File: config.mk
export PLATFORM = sky130hd
export DESIGN_NAME = prl_tx_engine
export DESIGN_NICKNAME = d
export VERILOG_FILES = /design/src/rtl/prl_tx_engine.sv
export SDC_FILE = /design/constraint.sdc
export NUM_CORES = 1
export LEC_CHECK = 0
export ABC_CLOCK_PERIOD_IN_PS = 24400
export CAP_MARGIN = 20
export CORE_UTILIZATION = 40
export CTS_CLUSTER_SIZE = 25
export DETAILED_ROUTE_END_ITERATION = 16
export MAX_ROUTING_LAYER = met4
export SYNTH_ARGS = -nofsm -noshare
export SYNTH_HDL_FRONTEND = slang
export SYNTH_SLANG_ARGS = --single-unit
File: constraint.sdc
create_clock -name CLK -period 24.4 [get_ports CLK]
set_input_delay 3.66 -clock CLK [delete_from_list [all_inputs] [get_ports CLK]]
set_output_delay 3.66 -clock CLK [all_outputs]
set_load 0.01 [all_outputs]
File: src/rtl/prl_tx_engine.sv
// prl_tx_engine: transmit engine for a protocol layer.
// Latches a message on TRANSMIT_REQ, checks its byte count, streams header and
// data bytes to the PHY with a valid/ready handshake, waits for a matching
// GoodCRC, and retries up to N_RETRY times before reporting failure.
// Ports:
//   CLK, RESET              clock, asynchronous active-high reset
//   TRANSMIT_*              one-cycle request with latched message contents
//   DISCARD                 abort of the message in flight
//   PHY_TX_*                byte stream to the PHY (VALID/READY, LAST on final byte)
//   GOODCRC_*               received GoodCRC report (MessageID, SOP)
//   TX_BUSY, RETRY_COUNT    status
//   ALERT_*                 one-cycle completion pulses
module prl_tx_engine #(
  parameter int unsigned MAX_DO      = 7,
  parameter int unsigned N_RETRY     = 3,
  parameter int unsigned CRC_TIMEOUT = 16
) (
  input  logic                          CLK,
  input  logic                          RESET,
  input  logic                          TRANSMIT_REQ,
  input  logic [2:0]                    TRANSMIT_SOP,
  input  logic [7:0]                    TRANSMIT_BYTE_COUNT,
  input  logic [15:0]                   TRANSMIT_HEADER,
  input  logic [32*MAX_DO-1:0]          TRANSMIT_DATA_OBJECTS,
  input  logic                          DISCARD,
  output logic [7:0]                    PHY_TX_DATA,
  output logic                          PHY_TX_VALID,
  output logic                          PHY_TX_LAST,
  input  logic                          PHY_TX_READY,
  input  logic                          GOODCRC_VALID,
  input  logic [2:0]                    GOODCRC_MSGID,
  input  logic [2:0]                    GOODCRC_SOP,
  output logic                          TX_BUSY,
  output logic [$clog2(N_RETRY+2)-1:0]  RETRY_COUNT,
  output logic                          ALERT_SUCCESS,
  output logic                          ALERT_FAILED,
  output logic                          ALERT_DISCARDED
);

  localparam int unsigned RC_W      = $clog2(N_RETRY + 2);
  localparam int unsigned TMR_W     = (CRC_TIMEOUT > 1) ? $clog2(CRC_TIMEOUT) : 1;
  localparam int unsigned DO_W      = 32 * MAX_DO;
  localparam int unsigned MAX_BYTES = 2 + 4 * MAX_DO;

  typedef enum logic [2:0] {
    S_IDLE, S_CONSTRUCT, S_SEND, S_WAIT_CRC, S_CHECK_RETRY, S_REPORT_SUCCESS, S_REPORT_FAIL
  } state_e;

  state_e            state_q, state_d;
  logic [2:0]        sop_q, sop_d;
  logic [7:0]        cnt_q, cnt_d;
  logic [15:0]       hdr_q, hdr_d;
  logic [DO_W-1:0]   do_q, do_d;
  logic [RC_W-1:0]   retry_q, retry_d;
  logic [TMR_W-1:0]  timer_q, timer_d;
  logic [7:0]        idx_q, idx_d;
  logic [7:0]        tx_data_q, tx_data_d;
  logic              tx_valid_q, tx_valid_d;
  logic              tx_last_q, tx_last_d;
  logic              busy_q, busy_d;
  logic              al_succ_q, al_succ_d;
  logic              al_fail_q, al_fail_d;
  logic              al_disc_q, al_disc_d;

  // Byte idx of the message: two header bytes, then data bytes little-endian.
  function automatic logic [7:0] pick_byte(input logic [7:0] idx, input logic [15:0] hdr,
                                           input logic [DO_W-1:0] dobj);
    logic [7:0] b;
    b = 8'h00;
    if (idx == 8'd0) begin
      b = hdr[7:0];
    end else if (idx == 8'd1) begin
      b = hdr[15:8];
    end else begin
      for (int unsigned i = 0; i < 4 * MAX_DO; i++) begin
        if ({24'd0, idx} == i + 32'd2) b = dobj[i*8 +: 8];
      end
    end
    return b;
  endfunction

  // Next-state, datapath and registered-output decode.
  always_comb begin
    logic             cnt_ok;
    logic [RC_W-1:0]  retry_inc;
    state_d   = state_q;
    sop_d     = sop_q;
    cnt_d     = cnt_q;
    hdr_d     = hdr_q;
    do_d      = do_q;
    retry_d   = retry_q;
    timer_d   = timer_q;
    idx_d     = idx_q;
    al_disc_d = 1'b0;
    cnt_ok    = (cnt_q >= 8'd2) && (cnt_q <= 8'(MAX_BYTES)) && (cnt_q[1:0] == 2'b10);
    retry_inc = (retry_q < RC_W'(N_RETRY + 1)) ? retry_q + RC_W'(1) : retry_q;

    case (state_q)
      S_IDLE: begin
        if (TRANSMIT_REQ && (TRANSMIT_SOP <= 3'd5)) begin
          sop_d   = TRANSMIT_SOP;
          cnt_d   = TRANSMIT_BYTE_COUNT;
          hdr_d   = TRANSMIT_HEADER;
          do_d    = TRANSMIT_DATA_OBJECTS;
          retry_d = '0;
          state_d = S_CONSTRUCT;
        end
      end
      S_CONSTRUCT: begin
        idx_d   = 8'd0;
        state_d = cnt_ok ? S_SEND : S_REPORT_FAIL;
      end
      S_SEND: begin
        if (PHY_TX_READY) begin
          if (idx_q == cnt_q - 8'd1) begin
            timer_d = '0;
            state_d = S_WAIT_CRC;
          end else begin
            idx_d = idx_q + 8'd1;
          end
        end
      end
      S_WAIT_CRC: begin
        // A matching GoodCRC takes priority over the timeout on the same cycle.
        if (GOODCRC_VALID && (GOODCRC_MSGID == hdr_q[11:9]) && (GOODCRC_SOP == sop_q)) begin
          state_d = S_REPORT_SUCCESS;
        end else if (timer_q == TMR_W'(CRC_TIMEOUT - 1)) begin
          state_d = S_CHECK_RETRY;
        end else begin
          timer_d = timer_q + TMR_W'(1);
        end
      end
      S_CHECK_RETRY: begin
        retry_d = retry_inc;
        if (retry_inc > RC_W'(N_RETRY)) begin
          state_d = S_REPORT_FAIL;
        end else begin
          idx_d   = 8'd0;
          state_d = S_SEND;
        end
      end
      S_REPORT_SUCCESS, S_REPORT_FAIL: state_d = S_IDLE;
      default: state_d = S_IDLE;
    endcase

    // Abort overrides any in-flight progress.
    if (DISCARD && (state_q inside {S_CONSTRUCT, S_SEND, S_WAIT_CRC, S_CHECK_RETRY})) begin
      state_d   = S_IDLE;
      idx_d     = 8'd0;
      timer_d   = '0;
      al_disc_d = 1'b1;
    end

    tx_valid_d = (state_d == S_SEND);
    tx_data_d  = tx_valid_d ? pick_byte(idx_d, hdr_q, do_q) : tx_data_q;
    tx_last_d  = tx_valid_d && (idx_d == cnt_q - 8'd1);
    busy_d     = (state_d != S_IDLE);
    al_succ_d  = (state_d == S_REPORT_SUCCESS);
    al_fail_d  = (state_d == S_REPORT_FAIL);
  end

  // State and output registers.
  always_ff @(posedge CLK or posedge RESET) begin
    if (RESET) begin
      state_q    <= S_IDLE;
      sop_q      <= 3'd0;
      cnt_q      <= 8'd0;
      hdr_q      <= 16'd0;
      do_q       <= '0;
      retry_q    <= '0;
      timer_q    <= '0;
      idx_q      <= 8'd0;
      tx_data_q  <= 8'h00;
      tx_valid_q <= 1'b0;
      tx_last_q  <= 1'b0;
      busy_q     <= 1'b0;
      al_succ_q  <= 1'b0;
      al_fail_q  <= 1'b0;
      al_disc_q  <= 1'b0;
    end else begin
      state_q    <= state_d;
      sop_q      <= sop_d;
      cnt_q      <= cnt_d;
      hdr_q      <= hdr_d;
      do_q       <= do_d;
      retry_q    <= retry_d;
      timer_q    <= timer_d;
      idx_q      <= idx_d;
      tx_data_q  <= tx_data_d;
      tx_valid_q <= tx_valid_d;
      tx_last_q  <= tx_last_d;
      busy_q     <= busy_d;
      al_succ_q  <= al_succ_d;
      al_fail_q  <= al_fail_d;
      al_disc_q  <= al_disc_d;
    end
  end

  assign PHY_TX_DATA     = tx_data_q;
  assign PHY_TX_VALID    = tx_valid_q;
  assign PHY_TX_LAST     = tx_last_q;
  assign TX_BUSY         = busy_q;
  assign RETRY_COUNT     = retry_q;
  assign ALERT_SUCCESS   = al_succ_q;
  assign ALERT_FAILED    = al_fail_q;
  assign ALERT_DISCARDED = al_disc_q;

endmodule

==> impl_metrics.sql, run 1 <==
INSERT INTO impl_metrics (metric_group, metric, value, unit) VALUES
('clock_tree', 'cts.htree.levels', '1', ''),
('grt', 'global_route.usage.total', '0.306', ''),
('routing', 'detail_route.first_pass.iterations', '8', ''),
('synthesis', 'asyncSetResetFlopFracSynth', '1.00', ''),
('synthesis', 'synth_warnings', '0', ''),
('pwr', 'total_power', '2.05', 'mW'),
('worst_hold_path', 'hold_path.class', 'flip-flop to flip-flop', ''),
('synthesis', 'synthesized_area', '14300', 'um^2'),
('clock_tree', 'clk_pin_slew_worst_paths', '0.07', 'ns'),
('pwr', 'switching_share_of_power', '0.387', ''),
('grt', 'maximum_number_of_pins_on_one_net_before_global_route_repair', '102', ''),
('setup_path', 'crit_top_cell', 'inv_2', ''),
('grt', 'number_of_global_route_vias_before_repair', '13700', ''),
('grt', 'globalRouteOverflowTotal', '0', ''),
('finish', 'post_route_cell_area', '18600', 'um^2'),
('floorplan', 'coreArea', '34900', 'um^2'),
('routing', 'detail_route.vias_per_cell', '5.52', ''),
('synthesis', 'synthesis.nets', '2011', ''),
('synthesis', 'synth-adder-area-share', '0.00506', ''),
('status', 'status', 'complete, no violations', ''),
('clock_tree', 'holdBufCountCts', '0', ''),
('synthesis', 'post-synth-top-count-cell', 'nand2_1', ''),
('clock_tree', 'post_cts.repair.setup_buffers', '0', ''),
('sta', 'hold_violations', '0', ''),
('routing', 'wire_per_inst', '21.9', 'um'),
('pwr', 'clock_share_of_power', '0.255', ''),
('floorplan', 'floorplan.die.height', '191', 'um'),
('synthesis', 'seq_area_frac_synth', '0.494', ''),
('sta', 'final_min_period_over_clock_period', '0.316', ''),
('synthesis', 'synthXorXnorAreaFrac', '0.0190', ''),
('sta', 'period_needed', '7.72', 'ns'),
('placed_design', 'post-dp-hpwl', '39700', 'um'),
('pwr', 'power.static_leakage', '8.62', 'nW'),
('finish', 'antenna-diode-count', '0', ''),
('setup_path', 'cp_slowest_stage_delay', '0.62', 'ns'),
('placed_design', 'finalWeightedCongestion', '0.942', ''),
('sta', 'max_clock_freq', '130', 'MHz'),
('setup_path', 'r2r.worst_path.cells', '13', ''),
('clock_tree', 'clock_tree.root_cell', 'clkbuf_16', ''),
('setup_path', 'critical_path.max_fanout', '17', ''),
('placed_design', 'dpl.cell_count', '2404', ''),
('floorplan', 'num_rows', '68', ''),
('pwr', 'total_switching_power', '0.791', 'mW'),
('grt', 'grt_util_met2', '0.470', ''),
('setup_path', 'critical_path.cell_chain', 'clkdlybuf4s50_1 -> nand2_1 -> inv_2 -> nor4_1 -> a31oi_1 -> inv_2 -> nor3_4 -> nand3_1 -> o221ai_1 -> o21ba_2 -> a2111oi_2 -> nor2_1', ''),
('sta', 'rsz_0062_raised_after_global_routing', 'false', ''),
('synthesis', 'netlist.area_leader.share', '0.494', ''),
('setup_path', 'first_element_of_the_critical_path', 'DISCARD', ''),
('floorplan', 'chipWidth', '191', 'um'),
('worst_hold_path', 'worstHoldPathCells', '2', ''),
('sta', 'finClkSkew', '0.0239', 'ns'),
('pwr', 'comb_power_share', '0.327', ''),
('routing', 'num_vias', '13600', ''),
('sta', 'setup-tns-final', '0', 'ns'),
('clock_tree', 'clk-insertion-delay-late', '0.58', 'ns'),
('setup_path', 'critical_path_required', '24.85', 'ns'),
('synthesis', 'syn_area_per_cell', '8.22', 'um^2'),
('routing', 'first_iter_violations', '1045', ''),
('setup_path', 'crit-reg2reg-capture', 'PHY_TX_DATA[2]$_DFFE_PP0P_', ''),
('clock_tree', 'cts-resized-gates', '0', ''),
('synthesis', 'post_synth_inst_count', '1743', ''),
('synthesis', 'combinational_family_with_the_most_area_after_synthesis', 'simple AND/OR/NAND/NOR gates', ''),
('sta', 'timing.final.setup_violations', '0', ''),
('pwr', 'share_seq_of_total_power', '0.419', ''),
('sta', 'timing_worst_slew_pin_value', '1.16', 'ns'),
('synthesis', 'ys_ff_latch', '283', ''),
('sta', 'final-max-slew-violation-count', '0', ''),
('grt', 'grt_pass1_wl', '82600', 'um'),
('floorplan', 'die_area', '36600', 'um^2'),
('synthesis', 'synth-edff-count', '0', ''),
('floorplan', 'initial_core_util', '0.411', '');
metal layers:
metal,vias to the layer above,part of all wire,wire length (um)
li1,6397,-,-
met1,6580,0.45,24500
met2,520,0.46,24900
met3,91,0.063,3390
met4,0,0.023,1270
met5,-,0,0
state kept, by name, summed over array words and instances, names as in the netlist, 3 cells and up:
register	cells
sop_q	3
RETRY_COUNT	3
state_q	3
idx_q	8
timer_q	4
cnt_q	8
do_q	224
hdr_q	16
PHY_TX_DATA	8
cells in the final DEF, fill, tap and decap left out, drive strengths merged, types with 25 or more instances in the layout:
cell,count
dfrtp,283
nor3,49
a21oi,29
nand2,812
buf,25
o21ai,40
nand3,46
nor2,63
clkbuf,44
clkdlybuf4s50,279
kinds of logic after synthesis:
| kind of cell | count (synthesis) |
|---|---|
| and+or+nand+nor | 1058 |
| adders and majority gates | 6 |
| buffers and inverters | 110 |
| DFF | 283 |
| muxes | 8 |
| AOI/OAI and AO/OA | 250 |
| xor gates and xnor gates | 28 |
per-stage QoR:
stage / setup slack (ns) / hold slack, ns / util
3_5_place_dp: 16.04 / 0.463 / 0.501
4_1_cts: 16.61 / 0.478 / 0.534
3_3_place_gp: 16.20 / 0.458 / 0.501
2_1_floorplan: 12.93 / 0.437 / -
5_1_grt: 16.38 / 0.490 / 0.534
6_report: 16.68 / 0.475 / 0.534
final cells by class:
type                       instances  area [um^2]  share of cell area
inverter                          14         60.1             0.00322
clock buffer                      44          923              0.0495
timing repair buffer             304         2980               0.160
multi-input combinational       1350         6800               0.365
clock inverter                    12          225              0.0121
tap                              455          569              0.0305
sequential                       283         7080               0.380
power by group through the flow:
| stage | logic, mW | registers [mW] | clock network [mW] |
|---|---|---|---|
| finish | 0.669 | 0.857 | 0.521 |
| global placement | 0.654 | 0.862 | 0 |
| global route | 0.754 | 0.877 | 0.545 |
| floorplan | 0.464 | 0.778 | 0 |
| detailed placement | 0.667 | 0.857 | 0 |
| CTS | 0.670 | 0.853 | 0.527 |
worst max-delay path by stage:
stage	end	cells after the start
global route	PHY_TX_DATA[5]$_DFFE_PP0P_	12
CTS	PHY_TX_DATA[5]$_DFFE_PP0P_	15
finish	PHY_TX_DATA[5]$_DFFE_PP0P_	12
detailed placement	PHY_TX_DATA[1]$_DFFE_PP0P_	14
global placement	PHY_TX_DATA[5]$_DFFE_PP0P_	12
floorplan	ALERT_DISCARDED$_DFF_PP0_	1
critical path, delay by kind of cell:
family / cells / cell delay [ns]
simple gates: 5 / 1.67
buf+inv: 3 / 1.47
compound gates: 4 / 1.35
No activity file was read; power rests on OpenSTA's default activity.
==> run 2, diff against run 1 <==
- ABC_CLOCK_PERIOD_IN_PS: 24400 -> 6400
- PLACE_DENSITY: default -> 0.67
- clock period: 24.4 -> 6.4 ns (I/O delays scaled with it)
==> impl_metrics.sql, run 2 (synthesis results as in run 1) <==
INSERT INTO impl_metrics (metric_group, metric, value, unit) VALUES
('status', 'status', 'complete, no violations', ''),
('routing', 'detail_route.vias_per_cell', '5.64', ''),
('floorplan', 'coreArea', '34900', 'um^2'),
('pwr', 'peak_ir_drop_on_the_vdd_network', '0.302', 'mV'),
('grt', 'maximum_number_of_pins_on_one_net_before_global_route_repair', '148', ''),
('sta', 'timing.final.setup_violations', '0', ''),
('floorplan', 'floorplan.die.height', '191', 'um'),
('placed_design', 'post-dp-hpwl', '39900', 'um'),
('pwr', 'power_density', '412', 'nW/um^2'),
('setup_path', 'cp_slowest_stage_delay', '1.06', 'ns'),
('clock_tree', 'post_cts.repair.setup_buffers', '0', ''),
('floorplan', 'chipWidth', '191', 'um'),
('clock_tree', 'clk_pin_slew_worst_paths', '0.06', 'ns'),
('sta', 'timing_worst_slew_pin_value', '1.09', 'ns'),
('sta', 'finClkSkew', '0.0248', 'ns'),
('routing', 'num_vias', '13900', ''),
('routing', 'met2_wirelength', '25200', 'um'),
('floorplan', 'initial_core_util', '0.411', ''),
('sta', 'max_clock_freq', '168', 'MHz'),
('finish', 'final_cell_mix', 'nand2_1 (812), dfrtp_1 (283), clkdlybuf4s50_1 (279), nor2_1 (63), nand3_1 (45)', ''),
('sta', 'timing.max_slew.rel_slack', '0.270', ''),
('clock_tree', 'holdBufCountCts', '0', ''),
('clock_tree', 'clk-insertion-delay-late', '0.58', 'ns'),
('finish', 'post_route_cell_area', '18600', 'um^2'),
('sta', 'period_needed', '5.96', 'ns'),
('setup_path', 'crit_end_category', 'flip-flop', ''),
('sta', 'hold_violations', '0', ''),
('setup_path', 'setup.worst_path.start_class', 'flip-flop', ''),
('clock_tree', 'clock_path_buffers', '3', ''),
('clock_tree', 'tritoncts.num_buffers', '30', ''),
('sta', 'final-max-slew-violation-count', '0', ''),
('finish', 'leading_cell_type_in_the_layout_fill_and_taps_excluded', 'nand2_1', ''),
('setup_path', 'critical_path.max_fanout', '12', ''),
('sta', 'setup-tns-final', '0', 'ns'),
('setup_path', 'critical_path.cell_chain', 'inv_1 -> ha_1 -> nor3b_1 -> and2_1 -> mux2_2 -> nor4_4 -> o211a_1 -> nand3_1 -> nor4_1 -> nor3_1 -> a311oi_1 -> o21ai_1', ''),
('floorplan', 'boundaryPins', '280', ''),
('pwr', 'power.static_leakage', '8.60', 'nW'),
('routing', 'detail_route.first_pass.iterations', '6', ''),
('clock_tree', 'cts-resized-gates', '0', ''),
('placed_design', 'finalWeightedCongestion', '0.941', ''),
('routing', 'met3WireLength', '3000', 'um'),
('flow_run', 'cap_violations', '0', ''),
('finish', 'antenna-diode-count', '0', ''),
('sta', 'final_min_period_over_clock_period', '0.931', ''),
('floorplan', 'die_area', '36600', 'um^2'),
('finish', 'register_containing_the_most_flip_flops_in_the_final_layout', 'do_q', ''),
('routing', 'first_iter_violations', '1318', ''),
('clock_tree', 'tritoncts', 'yes', ''),
('worst_hold_path', 'hold_path.class', 'flip-flop to flip-flop', ''),
('grt', 'globalRouteOverflowTotal', '0', ''),
('routing', 'drcViolationCount', '0', ''),
('placed_design', 'port_buffer_count', '279', ''),
('routing', 'drt_wl_total', '53200', 'um'),
('setup_path', 'timing.critical_path.buf_inv', '1', ''),
('clock_tree', 'cts.htree.levels', '1', ''),
('setup_path', 'crit_family', 'simple AND/OR/NAND/NOR gates', ''),
('placed_design', 'placed_area', '17600', 'um^2'),
('grt', 'grt_antenna_before_repair', '0', ''),
('finish', 'reg_top3', 'do_q (224), hdr_q (16)', ''),
('grt', 'global_route.usage.total', '0.302', ''),
('setup_path', 'critical_path_required', '6.83', 'ns'),
('floorplan', 'num_rows', '68', ''),
('routing', 'routedLengthMet1', '23700', 'um'),
('finish', 'number_of_nets_in_the_layout', '2257', ''),
('setup_path', 'worst_ep_arrival_time', '6.38', 'ns'),
('routing', 'wire_per_inst', '21.6', 'um'),
('setup_path', 'crit_slowest_cell', 'nor4_1', ''),
('finish', 'layout-drive-gt1-share', '0.0622', ''),
('clock_tree', 'numClockSinks', '283', ''),
('clock_tree', 'clock_tree.root_cell', 'clkbuf_16', ''),
('grt', 'number_of_global_route_vias_before_repair', '13900', ''),
('grt', 'grt_pass1_wl', '81800', 'um'),
('setup_path', 'timing_worst_setup_path_type', 'flip-flop to flip-flop', ''),
('sta', 'rsz_0062_raised_after_global_routing', 'false', ''),
('finish', 'area_growth', '29.8', '%'),
('finish', 'max_reg_flops', '224', ''),
('routing', 'maxUsedRoutingLayer', 'met4', ''),
('sta', 'hold-worst-slack', '0.476', 'ns'),
('routing', 'ant_nets', '0', '');
==> run 2: layout make-up <==
cell class	instances	area [um^2]
Clock inverter	9	116
Multi-Input combinational cell	1350	6810
Sequential cell	283	7080
Timing Repair Buffer	310	3060
Fill cell	3306	16300
Tap cell	455	569
Clock buffer	43	910
Inverter	14	56.3
==> run 2: layer usage <==
| metal | vias to the layer above | GRT usage |
|---|---|---|
| li1 | 6409 | - |
| met5 | - | - |
| met2 | 563 | 0.481 |
| met3 | 95 | 0.0303 |
| met1 | 6834 | 0.411 |
| met4 | 0 | 0.0788 |
==> run 2: power breakdown <==
group	internal (mW)	switching (mW)
clock	1.06	0.731
sequential	2.60	0.751
combinational	0.964	1.56
total	4.62	3.05
==> run 2: worst paths after layout <==
| check | endpoint | slack, ns | from | cells after the start |
|---|---|---|---|---|
| hold reg to reg | do_q[31]$_DFFE_PP0P_ | 0.48 | do_q[31]$_DFFE_PP0P_ | 2 |
| min in group asynchronous | sop_q[0]$_DFFE_PP0P_ | 0.94 | RESET | 3 |
| max in group asynchronous | do_q[132]$_DFFE_PP0P_ | 4.79 | RESET | 3 |
| hold / removal | do_q[31]$_DFFE_PP0P_ | 0.48 | do_q[31]$_DFFE_PP0P_ | 2 |
| setup reg to reg | PHY_TX_DATA[2]$_DFFE_PP0P_ | 0.44 | cnt_q[0]$_DFFE_PP0P_ | 12 |
| setup / recovery | PHY_TX_DATA[2]$_DFFE_PP0P_ | 0.44 | cnt_q[0]$_DFFE_PP0P_ | 12 |
==> run 2: stage by stage <==
stage | std cells | setup slack [ns] | power [mW] | util
6_report | 2464 | 0.445 | 7.67 | 0.533
5_1_grt | 2464 | 0.0912 | 8.16 | 0.533
4_1_cts | 2463 | 0.458 | 7.68 | 0.533
3_5_place_dp | 2411 | 0.474 | 5.86 | 0.504
3_3_place_gp | 2411 | 0.648 | 5.82 | 0.504
2_1_floorplan | 1743 | 1.69 | 4.74 | -
==> run 2: worst reg2reg max path, stage by stage (launching register included) <==
cell	delay (ns)
dfrtp_1	0.43
inv_1	0.17
ha_1	0.25
nor3b_1	0.59
and2_1	0.31
mux2_2	0.40
nor4_4	0.58
o211a_1	0.48
nand3_1	0.72
nor4_1	1.07
nor3_1	0.11
a311oi_1	0.61
o21ai_1	0.12
==> run 3, diff against run 2 <==
- CORE_ASPECT_RATIO: default -> 1.1
==> impl_metrics.sql, run 3 (synthesis results as in run 1) <==
INSERT INTO impl_metrics (metric_group, metric, value, unit) VALUES
('status', 'status', 'complete, no violations', ''),
('floorplan', 'initial_core_util', '0.407', ''),
('routing', 'wire_per_inst', '21.1', 'um'),
('finish', 'layout-drive-gt1-share', '0.0627', ''),
('routing', 'detail_route.first_pass.iterations', '5', ''),
('setup_path', 'crit_end_category', 'flip-flop', ''),
('grt', 'number_of_global_route_vias_before_repair', '14000', ''),
('finish', 'max_reg_flops', '224', ''),
('finish', 'fillers', '3349', ''),
('sta', 'timing.max_slew.rel_slack', '0.333', ''),
('grt', 'grt_pass1_wl', '81200', 'um'),
('setup_path', 'worst_r2r_startpoint', 'cnt_q[0]$_DFFE_PP0P_', ''),
('sta', 'timing_worst_slew_pin_value', '0.995', 'ns'),
('clock_tree', 'clock_tree.root_cell', 'clkbuf_16', ''),
('placed_design', 'finalWeightedCongestion', '0.981', ''),
('flow_run', 'cap_violations', '0', ''),
('sta', 'hold_violations', '0', ''),
('grt', 'globalRouteOverflowTotal', '0', ''),
('finish', 'reg_top3', 'do_q (224), hdr_q (16)', ''),
('clock_tree', 'post_cts.repair.setup_buffers', '0', ''),
('routing', 'detail_route.vias_per_cell', '5.53', ''),
('floorplan', 'floorplan.die.height', '201', 'um'),
('worst_hold_path', 'worst_hold_startpoint', 'do_q[175]$_DFFE_PP0P_', ''),
('clock_tree', 'clock_path_buffers', '3', ''),
('finish', 'leading_cell_type_in_the_layout_fill_and_taps_excluded', 'nand2_1', ''),
('routing', 'num_vias', '13800', ''),
('floorplan', 'chipWidth', '182', 'um'),
('sta', 'max_clock_freq', '175', 'MHz'),
('grt', 'maximum_number_of_pins_on_one_net_before_global_route_repair', '175', ''),
('setup_path', 'setup.worst_path.start_class', 'flip-flop', ''),
('setup_path', 'timing_worst_setup_path_type', 'flip-flop to flip-flop', ''),
('sta', 'rsz_0062_raised_after_global_routing', 'false', ''),
('finish', 'number_of_nets_in_the_layout', '2259', ''),
('clock_tree', 'clk-insertion-delay-late', '0.57', 'ns'),
('grt', 'global_route.usage.total', '0.298', ''),
('setup_path', 'critical_path_required', '6.87', 'ns'),
('clock_tree', 'cts-resized-gates', '0', ''),
('routing', 'ant_nets', '0', ''),
('floorplan', 'num_rows', '72', ''),
('placed_design', 'port_buffer_count', '279', ''),
('sta', 'period_needed', '5.70', 'ns'),
('worst_hold_path', 'hold_path.class', 'flip-flop to flip-flop', ''),
('clock_tree', 'numClockSinks', '283', ''),
('routing', 'first_iter_violations', '1198', ''),
('placed_design', 'dpl.cell_count', '2440', ''),
('setup_path', 'worst_ep_arrival_time', '6.17', 'ns'),
('placed_design', 'post-dp-hpwl', '39500', 'um'),
('pwr', 'peak_ir_drop_on_the_vdd_network', '0.199', 'mV'),
('finish', 'register_containing_the_most_flip_flops_in_the_final_layout', 'do_q', ''),
('finish', 'area_growth', '30.6', '%'),
('floorplan', 'die_area', '36600', 'um^2'),
('sta', 'final_min_period_over_clock_period', '0.890', ''),
('finish', 'layout.core_utilization', '0.532', ''),
('setup_path', 'critical_path.max_fanout', '12', ''),
('pwr', 'total_power', '7.81', 'mW'),
('floorplan', 'boundaryPins', '280', ''),
('clock_tree', 'cts.htree.levels', '1', ''),
('setup_path', 'first_element_of_the_critical_path', 'cnt_q[0]$_DFFE_PP0P_', ''),
('clock_tree', 'clk_pin_slew_worst_paths', '0.06', 'ns'),
('pwr', 'power.static_leakage', '8.65', 'nW'),
('clock_tree', 'tritoncts', 'yes', ''),
('clock_tree', 'holdBufCountCts', '0', ''),
('sta', 'timing.final.setup_violations', '0', ''),
('finish', 'final_cell_mix', 'nand2_1 (812), dfrtp_1 (283), clkdlybuf4s50_1 (279), nor2_1 (63), nand3_1 (45)', ''),
('clock_tree', 'tritoncts.num_buffers', '30', ''),
('setup_path', 'regToRegSetupSlack', '0.70', 'ns'),
('grt', 'grt_antenna_before_repair', '1', ''),
('sta', 'setup-tns-final', '0', 'ns'),
('floorplan', 'coreArea', '35200', 'um^2'),
('routing', 'drcViolationCount', '0', ''),
('pwr', 'power_density', '417', 'nW/um^2'),
('finish', 'finish.cell_count_without_fillers', '2493', ''),
('sta', 'finClkSkew', '0.0118', 'ns'),
('sta', 'final-max-slew-violation-count', '0', ''),
('routing', 'drt_wl_total', '52600', 'um');
[run 3: changes by cell type in the layout (fill, tap and decap cells not counted), sizes merged]
cell | before | now
clkbuf | 43 | 41
inv | 13 | 12
diode | 0 | 1
bufinv | 2 | 7
clkinv | 6 | 5
clkinvlp | 2 | 1
buf | 31 | 33
[run 3: final timing paths]
check,to,cells past startpoint
hold reg to reg,do_q[175]$_DFFE_PP0P_,2
setup / recovery,PHY_TX_DATA[3]$_DFFE_PP0P_,13
hold / removal,do_q[175]$_DFFE_PP0P_,2
min in group asynchronous,cnt_q[3]$_DFFE_PP0P_,2
max in group asynchronous,do_q[190]$_DFFE_PP0P_,3
setup reg to reg,PHY_TX_DATA[3]$_DFFE_PP0P_,13
[run 3: area by class of cell]
cell class	count	area, um^2	share of cell area
inverters	14	56.3	0.00301
flip-flops and latches	283	7080	0.378
repair buffers	312	3070	0.164
clock buffers	41	872	0.0466
diodes	1	2.50	0.000134
multi-input cells	1350	6800	0.363
well taps	481	602	0.0321
clock inverters	11	241	0.0129
[run 3: critical path, stage by stage, from the launching register on]
cell	delay (ns)
dfrtp_1	0.43
inv_1	0.18
ha_1	0.24
nor3b_1	0.56
and2_1	0.31
mux2_2	0.40
nor4_4	0.57
o211a_1	0.45
nand3_1	0.66
nor4_1	1.05
a221oi_1	0.17
nand4_1	0.18
o211ai_1	0.19
o211ai_1	0.21
[run 3: through the flow]
stage | hold slack, ns | setup WS, ns | instance area, um^2
after floorplan | 0.437 | 1.69 | 14300
after global placement | 0.459 | 1.02 | 17600
after detailed placement | 0.460 | 0.846 | 17600
after global routing | 0.497 | 0.299 | 18700
final | 0.477 | 0.702 | 18700
after CTS | 0.477 | 0.810 | 18700
[run 3: power breakdown]
group	total (mW)	internal [mW]	switching (mW)
registers	3.32	2.60	0.724
clock network	1.95	1.23	0.728
logic	2.54	0.966	1.58
[run 3: routing by layer]
| layer | up-vias | GRT usage | share of wire |
|---|---|---|---|
| li1 | 6417 | - | - |
| met1 | 6691 | 0.403 | 0.44 |
| met2 | 582 | 0.464 | 0.46 |
| met3 | 99 | 0.0405 | 0.070 |
| met4 | 0 | 0.0909 | 0.030 |
| met5 | - | - | 0 |
